==> config.mk <==
export PLATFORM = sky130hd
export DESIGN_NAME = wb_write_queue
export DESIGN_NICKNAME = d
export VERILOG_FILES = /design/src/rtl/wb_write_queue.sv
export SDC_FILE = /design/constraint.sdc
export NUM_CORES = 1
export LEC_CHECK = 0
export ABC_CLOCK_PERIOD_IN_PS = 3200
export CORE_UTILIZATION = 55
export CTS_BUF_LIST = sky130_fd_sc_hd__clkbuf_8
export DETAILED_ROUTE_END_ITERATION = 10
export GPL_TIMING_DRIVEN = 0
export PLACE_DENSITY = 0.82
export REMOVE_ABC_BUFFERS = 1
export SLEW_MARGIN = 20
export SYNTH_ARGS = -nofsm -noshare
export SYNTH_HDL_FRONTEND = slang
export SYNTH_SLANG_ARGS = --single-unit
==> constraint.sdc <==
create_clock -name clk -period 3.2 [get_ports clk]
set_clock_uncertainty 0.1 [all_clocks]
set_input_delay 0.48 -clock clk [delete_from_list [all_inputs] [get_ports clk]]
set_output_delay 0.48 -clock clk [all_outputs]
set_load 0.05 [all_outputs]
==> src/rtl/wb_write_queue.sv <==
// Write-back queue for the dual-write-port register file: buffers lane A/B results
// in order and retires up to two per cycle, merging same-address pairs.
module wb_write_queue #(
    parameter int DEPTH = 4,
    parameter int DW    = 8,
    parameter int AW    = 3
) (
    input  logic                 clk,
    input  logic                 reset,
    input  logic                 a_valid,
    output logic                 a_ready,
    input  logic [AW-1:0]        a_addr,
    input  logic [DW-1:0]        a_data,
    input  logic                 b_valid,
    output logic                 b_ready,
    input  logic [AW-1:0]        b_addr,
    input  logic [DW-1:0]        b_data,
    input  logic                 hold,
    output logic                 we3,
    output logic [AW-1:0]        wa3,
    output logic [DW-1:0]        wd3,
    output logic                 we4,
    output logic [AW-1:0]        wa4,
    output logic [DW-1:0]        wd4,
    output logic [(1<<AW)-1:0]   busy,
    output logic [AW:0]          count
);

    localparam int PW = $clog2(DEPTH);
    localparam int CW = PW + 1;
    localparam int NR = 1 << AW;
    localparam int OW = AW + 1;
    localparam logic [CW-1:0] DEPTH_C = CW'(DEPTH);
    localparam logic [CW-1:0] ONE_C   = CW'(1);
    localparam logic [CW-1:0] TWO_C   = CW'(2);

    logic [AW-1:0] addr_mem_r [DEPTH];
    logic [DW-1:0] data_mem_r [DEPTH];
    logic [PW-1:0] head_r;
    logic [PW-1:0] tail_r;
    logic [CW-1:0] count_r;

    logic [PW-1:0] next_s;
    logic [PW-1:0] tail_b_s;
    logic          push_a_s;
    logic          push_b_s;
    logic [1:0]    pop_s;
    logic [CW-1:0] count_next_s;

    function automatic logic [NR-1:0] onehot(input logic [AW-1:0] a);
        return {{(NR-1){1'b0}}, 1'b1} << a;
    endfunction

    // Lane handshakes from registered occupancy only; B yields a single free slot to A.
    always_comb begin
        a_ready      = (count_r < DEPTH_C);
        b_ready      = (count_r <= (DEPTH_C - TWO_C)) | ((count_r < DEPTH_C) & ~a_valid);
        push_a_s     = a_valid & a_ready;
        push_b_s     = b_valid & b_ready;
        tail_b_s     = tail_r + PW'(push_a_s);
        count_next_s = count_r + CW'(push_a_s) + CW'(push_b_s) - CW'(pop_s);
    end

    // Retirement selection from queue state; a same-address pair keeps only the younger value.
    always_comb begin
        we3    = 1'b0;
        wa3    = {AW{1'b0}};
        wd3    = {DW{1'b0}};
        we4    = 1'b0;
        wa4    = {AW{1'b0}};
        wd4    = {DW{1'b0}};
        pop_s  = 2'd0;
        next_s = head_r + PW'(1);
        if (!hold && (count_r != {CW{1'b0}})) begin
            if (count_r == ONE_C) begin
                we3   = 1'b1;
                wa3   = addr_mem_r[head_r];
                wd3   = data_mem_r[head_r];
                pop_s = 2'd1;
            end else if (addr_mem_r[head_r] == addr_mem_r[next_s]) begin
                we3   = 1'b1;
                wa3   = addr_mem_r[next_s];
                wd3   = data_mem_r[next_s];
                pop_s = 2'd2;
            end else begin
                we3   = 1'b1;
                wa3   = addr_mem_r[head_r];
                wd3   = data_mem_r[head_r];
                we4   = 1'b1;
                wa4   = addr_mem_r[next_s];
                wd4   = data_mem_r[next_s];
                pop_s = 2'd2;
            end
        end else begin
            pop_s = 2'd0;
        end
    end

    // Pending-write scoreboard over the occupied window starting at head.
    always_comb begin
        busy = {NR{1'b0}};
        for (int i = 0; i < DEPTH; i++) begin
            if (CW'(i) < count_r) begin
                busy = busy | onehot(addr_mem_r[head_r + PW'(i)]);
            end else begin
                busy = busy;
            end
        end
        count = OW'(count_r);
    end

    // Queue storage, pointers and occupancy.
    always_ff @(posedge clk or posedge reset) begin
        if (reset) begin
            head_r  <= {PW{1'b0}};
            tail_r  <= {PW{1'b0}};
            count_r <= {CW{1'b0}};
            for (int i = 0; i < DEPTH; i++) begin
                addr_mem_r[i] <= {AW{1'b0}};
                data_mem_r[i] <= {DW{1'b0}};
            end
        end else begin
            if (push_a_s) begin
                addr_mem_r[tail_r] <= a_addr;
                data_mem_r[tail_r] <= a_data;
            end
            if (push_b_s) begin
                addr_mem_r[tail_b_s] <= b_addr;
                data_mem_r[tail_b_s] <= b_data;
            end
            tail_r  <= tail_b_s + PW'(push_b_s);
            head_r  <= head_r + PW'(pop_s);
            count_r <= count_next_s;
        end
    end

endmodule
==> results of run 1 <==
-- cell type report --
class,count,area (sq um)
Fill cell,533,1930
Clock buffer,5,68.8
Multi-Input combinational cell,302,2530
Tap cell,96,120
Sequential cell,51,1280
Inverter,9,33.8
Clock inverter,2,37.5
Timing Repair Buffer,88,836
-- worst paths after layout --
| path | startpoint | to | slack [ns] | cells past startpoint |
|---|---|---|---|---|
| setup / recovery | head_r[0]$_DFF_PP0_ | wd3[2] | -0.01 | 7 |
| hold / removal | reset | data_mem_r[31]$_DFF_PP0_ | 0.40 | 2 |
| setup reg to reg | count_r[2]$_DFF_PP0_ | count_r[2]$_DFF_PP0_ | 0.49 | 9 |
| hold reg to reg | data_mem_r[11]$_DFF_PP0_ | data_mem_r[11]$_DFF_PP0_ | 0.51 | 2 |
| max in group asynchronous | reset | head_r[1]$_DFF_PP0_ | 2.05 | 3 |
| min in group clk | data_mem_r[11]$_DFF_PP0_ | data_mem_r[11]$_DFF_PP0_ | 0.51 | 2 |
-- critical path, cell delays in order, from the launching register on --
cell,delay (ns)
dfrtp_4,0.51
buf_16,0.16
mux4_2,0.50
xor2_2,0.22
nor2_4,0.17
nand3_4,0.25
mux2i_1,0.27
buf_4,0.23
-- through the flow --
stage | util [%] | instances | hold slack, ns | TNS (ns)
2_1_floorplan | - | 362 | 0.456 | -17.96
3_3_place_gp | 65.8 | 521 | 0.475 | -42.87
3_5_place_dp | 67.4 | 526 | 0.488 | -17.88
4_1_cts | 70.8 | 545 | 0.411 | -0.0457
5_1_grt | 71.8 | 553 | 0.453 | -0.369
6_report | 71.8 | 553 | 0.398 | -0.0120
-- flip-flops by register name (all words and copies together), names as in the netlist --
| signal | cells |
|---|---|
| count_r | 3 |
| data_mem_r | 32 |
| head_r | 2 |
| addr_mem_r | 12 |
| tail_r | 2 |
-- logic make-up (layout without fill, tap and decap cells) --
group | count (synthesis) | after routing | share of synthesized area [%]
buf+inv | 33 | 104 | 4.75
compound gates | 68 | 68 | 10.8
simple gates | 121 | 121 | 14.7
mux | 94 | 94 | 31.7
fa+ha+maj | 7 | 7 | 2.63
other cells | 1 | 1 | 0.0962
flops | 51 | 51 | 32.7
xor+xnor | 11 | 11 | 2.47
-- cells in the final DEF, fill, tap and decap left out, types with 5 or more instances in the layout --
cell / instances
clkbuf_8: 5
buf_6: 5
ha_1: 5
clkdlybuf4s50_1: 35
buf_4: 28
nor2_1: 56
inv_1: 7
nand2b_1: 6
mux2_2: 14
buf_2: 8
xnor2_1: 7
nand2_1: 23
a21oi_1: 45
dfrtp_1: 49
mux2i_1: 53
mux4_2: 21
and2_1: 11
-- metal layers --
layer	up-vias	share of wire, %	track usage, %
li1	1546	-	-
met1	1658	40	37.2
met2	137	51	52.1
met3	22	6.1	4.67
met4	0	2.4	11.5
met5	-	0	0
-- timing repair --
action                                  4_1_cts  5_1_grt
buffers inserted                             11        8
pin swaps                                     4        3
hold endpoints to repair                      0        0
hold buffers                                  0        0
resized for setup                           139       19
cloned                                        1        0
endpoints found under the setup margin       32       23
==> results.md, run 1 <==
- Worst-Skew Late Latency: 0.31 ns
- 1st-pass router iterations: 5
- Core area: 6830 sq um
- Max Fclk: 311 MHz
- Synth warn: 0
- CP Launch Type: register
- Mapped Area: 3900 sq um
- Seq/Total Area, Yosys: 32.7%
- Post-synth ARST share: 100%
- Root buf cell: clkbuf_8
- Total grt overflow: 0
- Most frequent cell after synthesis: nor2_1
- Total number of vias: 3,363
- CTS Sinks: 51
- Most used DFF post-synth: dfrtp_1
- Initial core utilization: 57.1%
- Cell count after synthesis: 386
- Synth top cells by count: 58 x nor2_1, 57 x mux2i_1, 51 x dfrtp_1, 45 x a21oi_1, 23 x nand2_1
- Setup CP Type: register to output port
- Ranking of synthesized cells by area: dfrtp_1 33%, mux2i_1 15%, mux4_2 12%
- Final WS setup: -0.0120 ns
- Largest net degree at the start of global routing: 32
- Final Hold Vio Count: 0
- Total Wirelength: 10.4 mm
- Final Critical Period: 3.21 ns
- Die area: 7430 sq um
- Chip width: 86.2 microns
- Initial DRC count: 210
- Crit end category: output port
- Failing checks: negative setup slack
- GRT Total Usage: 29.8%
- Fin crit share: 100%
- Slew Limit Fails: 0
- CP Max Fanout: 13
- CTS clk-pin slew, worst paths: 0.10 ns
- DRC Markers: 0
- Max Cap Viol: 0
- PortBufs: 63
- First-pass GRT wire length: 16.9 mm
- Avg Cell Area, Syn: 10.1 sq um
- RePlAce Congestion: 0.904
- Placed wire-length estimate: 6.65 mm
- Post-DRT Antenna Nets: 0
- Share of Yosys cell area claimed by the top area cell type: 32.7%
- CTS buffer count: 5
- CTS tree: yes
- Row Count: 30
- Status: finished with violations
- Share of layout cells above drive strength 1: 26.3%
- Number of synthesized flops with an enable pin: 0
- Final setup fails: 1
- Deepest clock path buffer count: 2
- Post-place setup slack: -0.894 ns
- DIE HEIGHT: 86.2 microns
- Synth unique cells: 51
- Antenna diodes: 0
- Design Area, Final: 4910 sq um
- Hold Crit Class: input port to asynchronous set/reset pin
- Cell Area, Placed: 4610 sq um
- Initial antenna violation count: 0
- Wire per inst: 18.9 microns
- Via/cell ratio: 6.08
- Io pins: 65
- Yosys top cell by area: dfrtp_1
- Slew margin rel.: 34.6%
- Least-Margin Pin Slew: 0.978 ns
- Yosys reg bits: 51
- Number of global-route vias before repair: 3,348
- Area Growth Syn to Fin: 25.9%
- Unrepaired setup endpoints after global routing: true
- CTS H-tree depth: 2
- Final nets: 491
- Critical Path AT: 2.63 ns
- Critical Path RT: 2.62 ns
Power of run 1 is not shown: default switching activity piles up to over one toggle a cycle in this logic, so the estimate is an artifact.
==> run 2, diff against run 1 <==
CORE_MARGIN = 5   (was default)
==> run 2 against run 1 <==
  * The run still ends with negative setup slack left
  * First-iteration DRC count is the same
  * Flip-flop and latch count is the same
  * Sequential share of layout area is essentially flat
  * Worst setup slack lost 0.024 ns
  * Fmax shrank 0.73%
  * Register-to-register slack gained 0.03 ns
  * Utilization is essentially flat
  * Count of clock-buffer cells in the layout grew 1
  * Critical path depth grew 1
  * Global-route usage shrank 4.8 points
  * Cell area is essentially flat
==> results.md, run 2 (synthesis results as in run 1) <==
- Final WS setup: -0.0356 ns (was -0.0120 ns)
- Io pins: 65 (unchanged)
- Worst R2R Setup Slack: 0.52 ns (was 0.49 ns)
- CTS Sinks: 51 (unchanged)
- Final Hold Vio Count: 0 (unchanged)
- CP Launch Type: register (unchanged)
- Initial DRC count: 210 (unchanged)
- 1st-pass router iterations: 5 (unchanged)
- Critical Path RT: 2.62 ns (about the same)
- First-pass GRT wire length: 17.3 mm (was 16.9 mm)
- Fin crit share: 101% (was 100%)
- Chip width: 94.2 microns (was 86.2 microns)
- Total Wirelength: 10.7 mm (was 10.4 mm)
- Crit end category: output port (unchanged)
- Critical Path AT: 2.66 ns (was 2.63 ns)
- Final cell utilization of the core: 71.8% (about the same)
- Multi-input gate area: 2520 sq um (was 2530 sq um)
- Largest register FFs: 32 (unchanged)
- Commonest non-fill, non-tap cell in the layout: nor2_1 (unchanged)
- Fillers: 507 (was 533)
- Number of global-route vias before repair: 3,410 (was 3,348)
- Core area: 6830 sq um (unchanged)
- Die area: 8870 sq um (was 7430 sq um)
- Worst path slowest cell: mux4_2 (was dfrtp_4)
- Via/cell ratio: 6.13 (was 6.08)
- Biggest regs: data_mem_r (32), addr_mem_r (12), count_r (3) (unchanged)
- Least-Margin Pin Slew: 0.977 ns (was 0.978 ns)
- Initial core utilization: 57.1% (unchanged)
- RePlAce Congestion: 0.998 (was 0.904)
- Commonest cells after routing, fill and taps aside: 56 x nor2_1, 55 x mux2i_1, 49 x dfrtp_1 (was 56 x nor2_1, 53 x mux2i_1, 49 x dfrtp_1)
- Final setup fails: 1 (unchanged)
- Worst-Skew Late Latency: 0.31 ns (about the same)
- Area Growth Syn to Fin: 25.8% (was 25.9%)
- Deepest clock path buffer count: 2 (unchanged)
- Total grt overflow: 0 (unchanged)
- Row Count: 30 (unchanged)
- CTS tree: yes (unchanged)
- DIE HEIGHT: 94.2 microns (was 86.2 microns)
- Antenna diodes: 0 (unchanged)
- CP most frequent cell: buf_6
- CTS clk-pin slew, worst paths: 0.11 ns (was 0.10 ns)
- Biggest register: data_mem_r (unchanged)
- GRT Total Usage: 25.0% (was 29.8%)
- CTS H-tree depth: 2 (unchanged)
- Slew margin rel.: 34.7% (was 34.6%)
- Placed wire-length estimate: 7.02 mm (was 6.65 mm)
- Unrepaired setup endpoints after global routing: true (unchanged)
- CP Max Fanout: 13 (unchanged)
- Final Critical Period: 3.24 ns (was 3.21 ns)
- PortBufs: 63 (unchanged)
- Root buf cell: clkbuf_8 (unchanged)
- Max Cap Viol: 0 (unchanged)
- DRC Markers: 0 (unchanged)
- Largest net degree at the start of global routing: 34 (was 32)
- Status: finished with violations (unchanged)
- Initial antenna violation count: 0 (unchanged)
- CTS buffer count: 5 (unchanged)
- Share of layout cells above drive strength 1: 26.3% (about the same)
- Hold Crit Class: input port to asynchronous set/reset pin (unchanged)
- Max Fclk: 309 MHz (was 311 MHz)
- Failing checks: negative setup slack (unchanged)
- Wire per inst: 19.6 microns (was 18.9 microns)
- Largest stage delay on the critical path: 0.57 ns (was 0.51 ns)
- Setup CP Type: register to output port (unchanged)
- Total number of vias: 3,343 (was 3,363)
- Register Area: 1280 sq um (about the same)
- Crit-path cells: buf_16 > mux4_2 > xor2_2 > nor2_4 > nand3_4 > buf_6 > mux2i_4 > buf_6 (was buf_16 > mux4_2 > xor2_2 > nor2_4 > nand3_4 > mux2i_1 > buf_4)
- Hold-fix buffer count after cts: 0 (unchanged)
- Final nets: 482 (was 491)
- Slew Limit Fails: 0 (unchanged)
- Post-DRT Antenna Nets: 0 (unchanged)
## run 2: cell types whose count changed in the layout (fill, tap and decap cells not counted), moves of 2 or more
cell	delta
and2_1	-8
and2_4	+8
clkbuf_4	+2
clkdlybuf4s15_2	-2
buf_8	+8
mux2i_1	+2
buf_2	-6
buf_4	-13
mux2i_4	-2
## run 2: cell type report
type | count | area share, %
repair buffers | 79 | 17.4
clock buffers | 6 | 1.68
well taps | 96 | 2.45
inverters | 9 | 0.689
clock inverters | 2 | 0.255
multi-input cells | 302 | 51.4
flip-flops and latches | 51 | 26.1
## run 2: routing by layer
layer	up-vias	GRT usage [%]	wire [microns]
met5	-	0	0
met4	0	8.06	144
met3	16	4.17	774
met2	143	44.1	5580
met1	1664	31.0	4160
li1	1520	-	-
## run 2: path summary, 6_finish.rpt
check | depth (start not counted) | to | startpoint
worst min register to register | 2 | data_mem_r[30]$_DFF_PP0_ | data_mem_r[30]$_DFF_PP0_
min in group clk | 2 | data_mem_r[30]$_DFF_PP0_ | data_mem_r[30]$_DFF_PP0_
worst max register to register | 9 | count_r[2]$_DFF_PP0_ | count_r[2]$_DFF_PP0_
worst max-delay path | 8 | wd3[3] | head_r[0]$_DFF_PP0_
worst min-delay path | 2 | count_r[0]$_DFF_PP0_ | reset
max in group asynchronous | 3 | addr_mem_r[7]$_DFF_PP0_ | reset
## run 2: stage by stage
stage | hold slack [ns] | instances | setup TNS (ns) | cell area, sq um | worst slack [ns]
final | 0.377 | 545 | -0.0356 | 4900 | -0.0356
after detailed placement | 0.492 | 525 | -16.02 | 4590 | -0.833
after global routing | 0.409 | 545 | -0.753 | 4900 | -0.111
after floorplan | 0.456 | 362 | -17.96 | 3750 | -0.781
after global placement | 0.473 | 521 | -43.29 | 4500 | -1.58
after CTS | 0.393 | 545 | -0.0256 | 4820 | -0.0256
## run 2: timing repair
item,CTS,global route
gates resized for setup,140,57
setup endpoints to repair,32,29
cloned,2,0
buffers inserted,10,0
pin swaps,3,2
## run 2: critical path, delay by kind of cell (launching register included)
| family | cells | cell delay, ns |
|---|---|---|
| flip-flops | 1 | 0.49 |
| XOR/XNOR | 1 | 0.21 |
| buffers and inverters | 3 | 0.54 |
| multiplexers | 2 | 0.76 |
| AND/OR/NAND/NOR | 2 | 0.32 |
Power of run 2 is left out for the same reason.
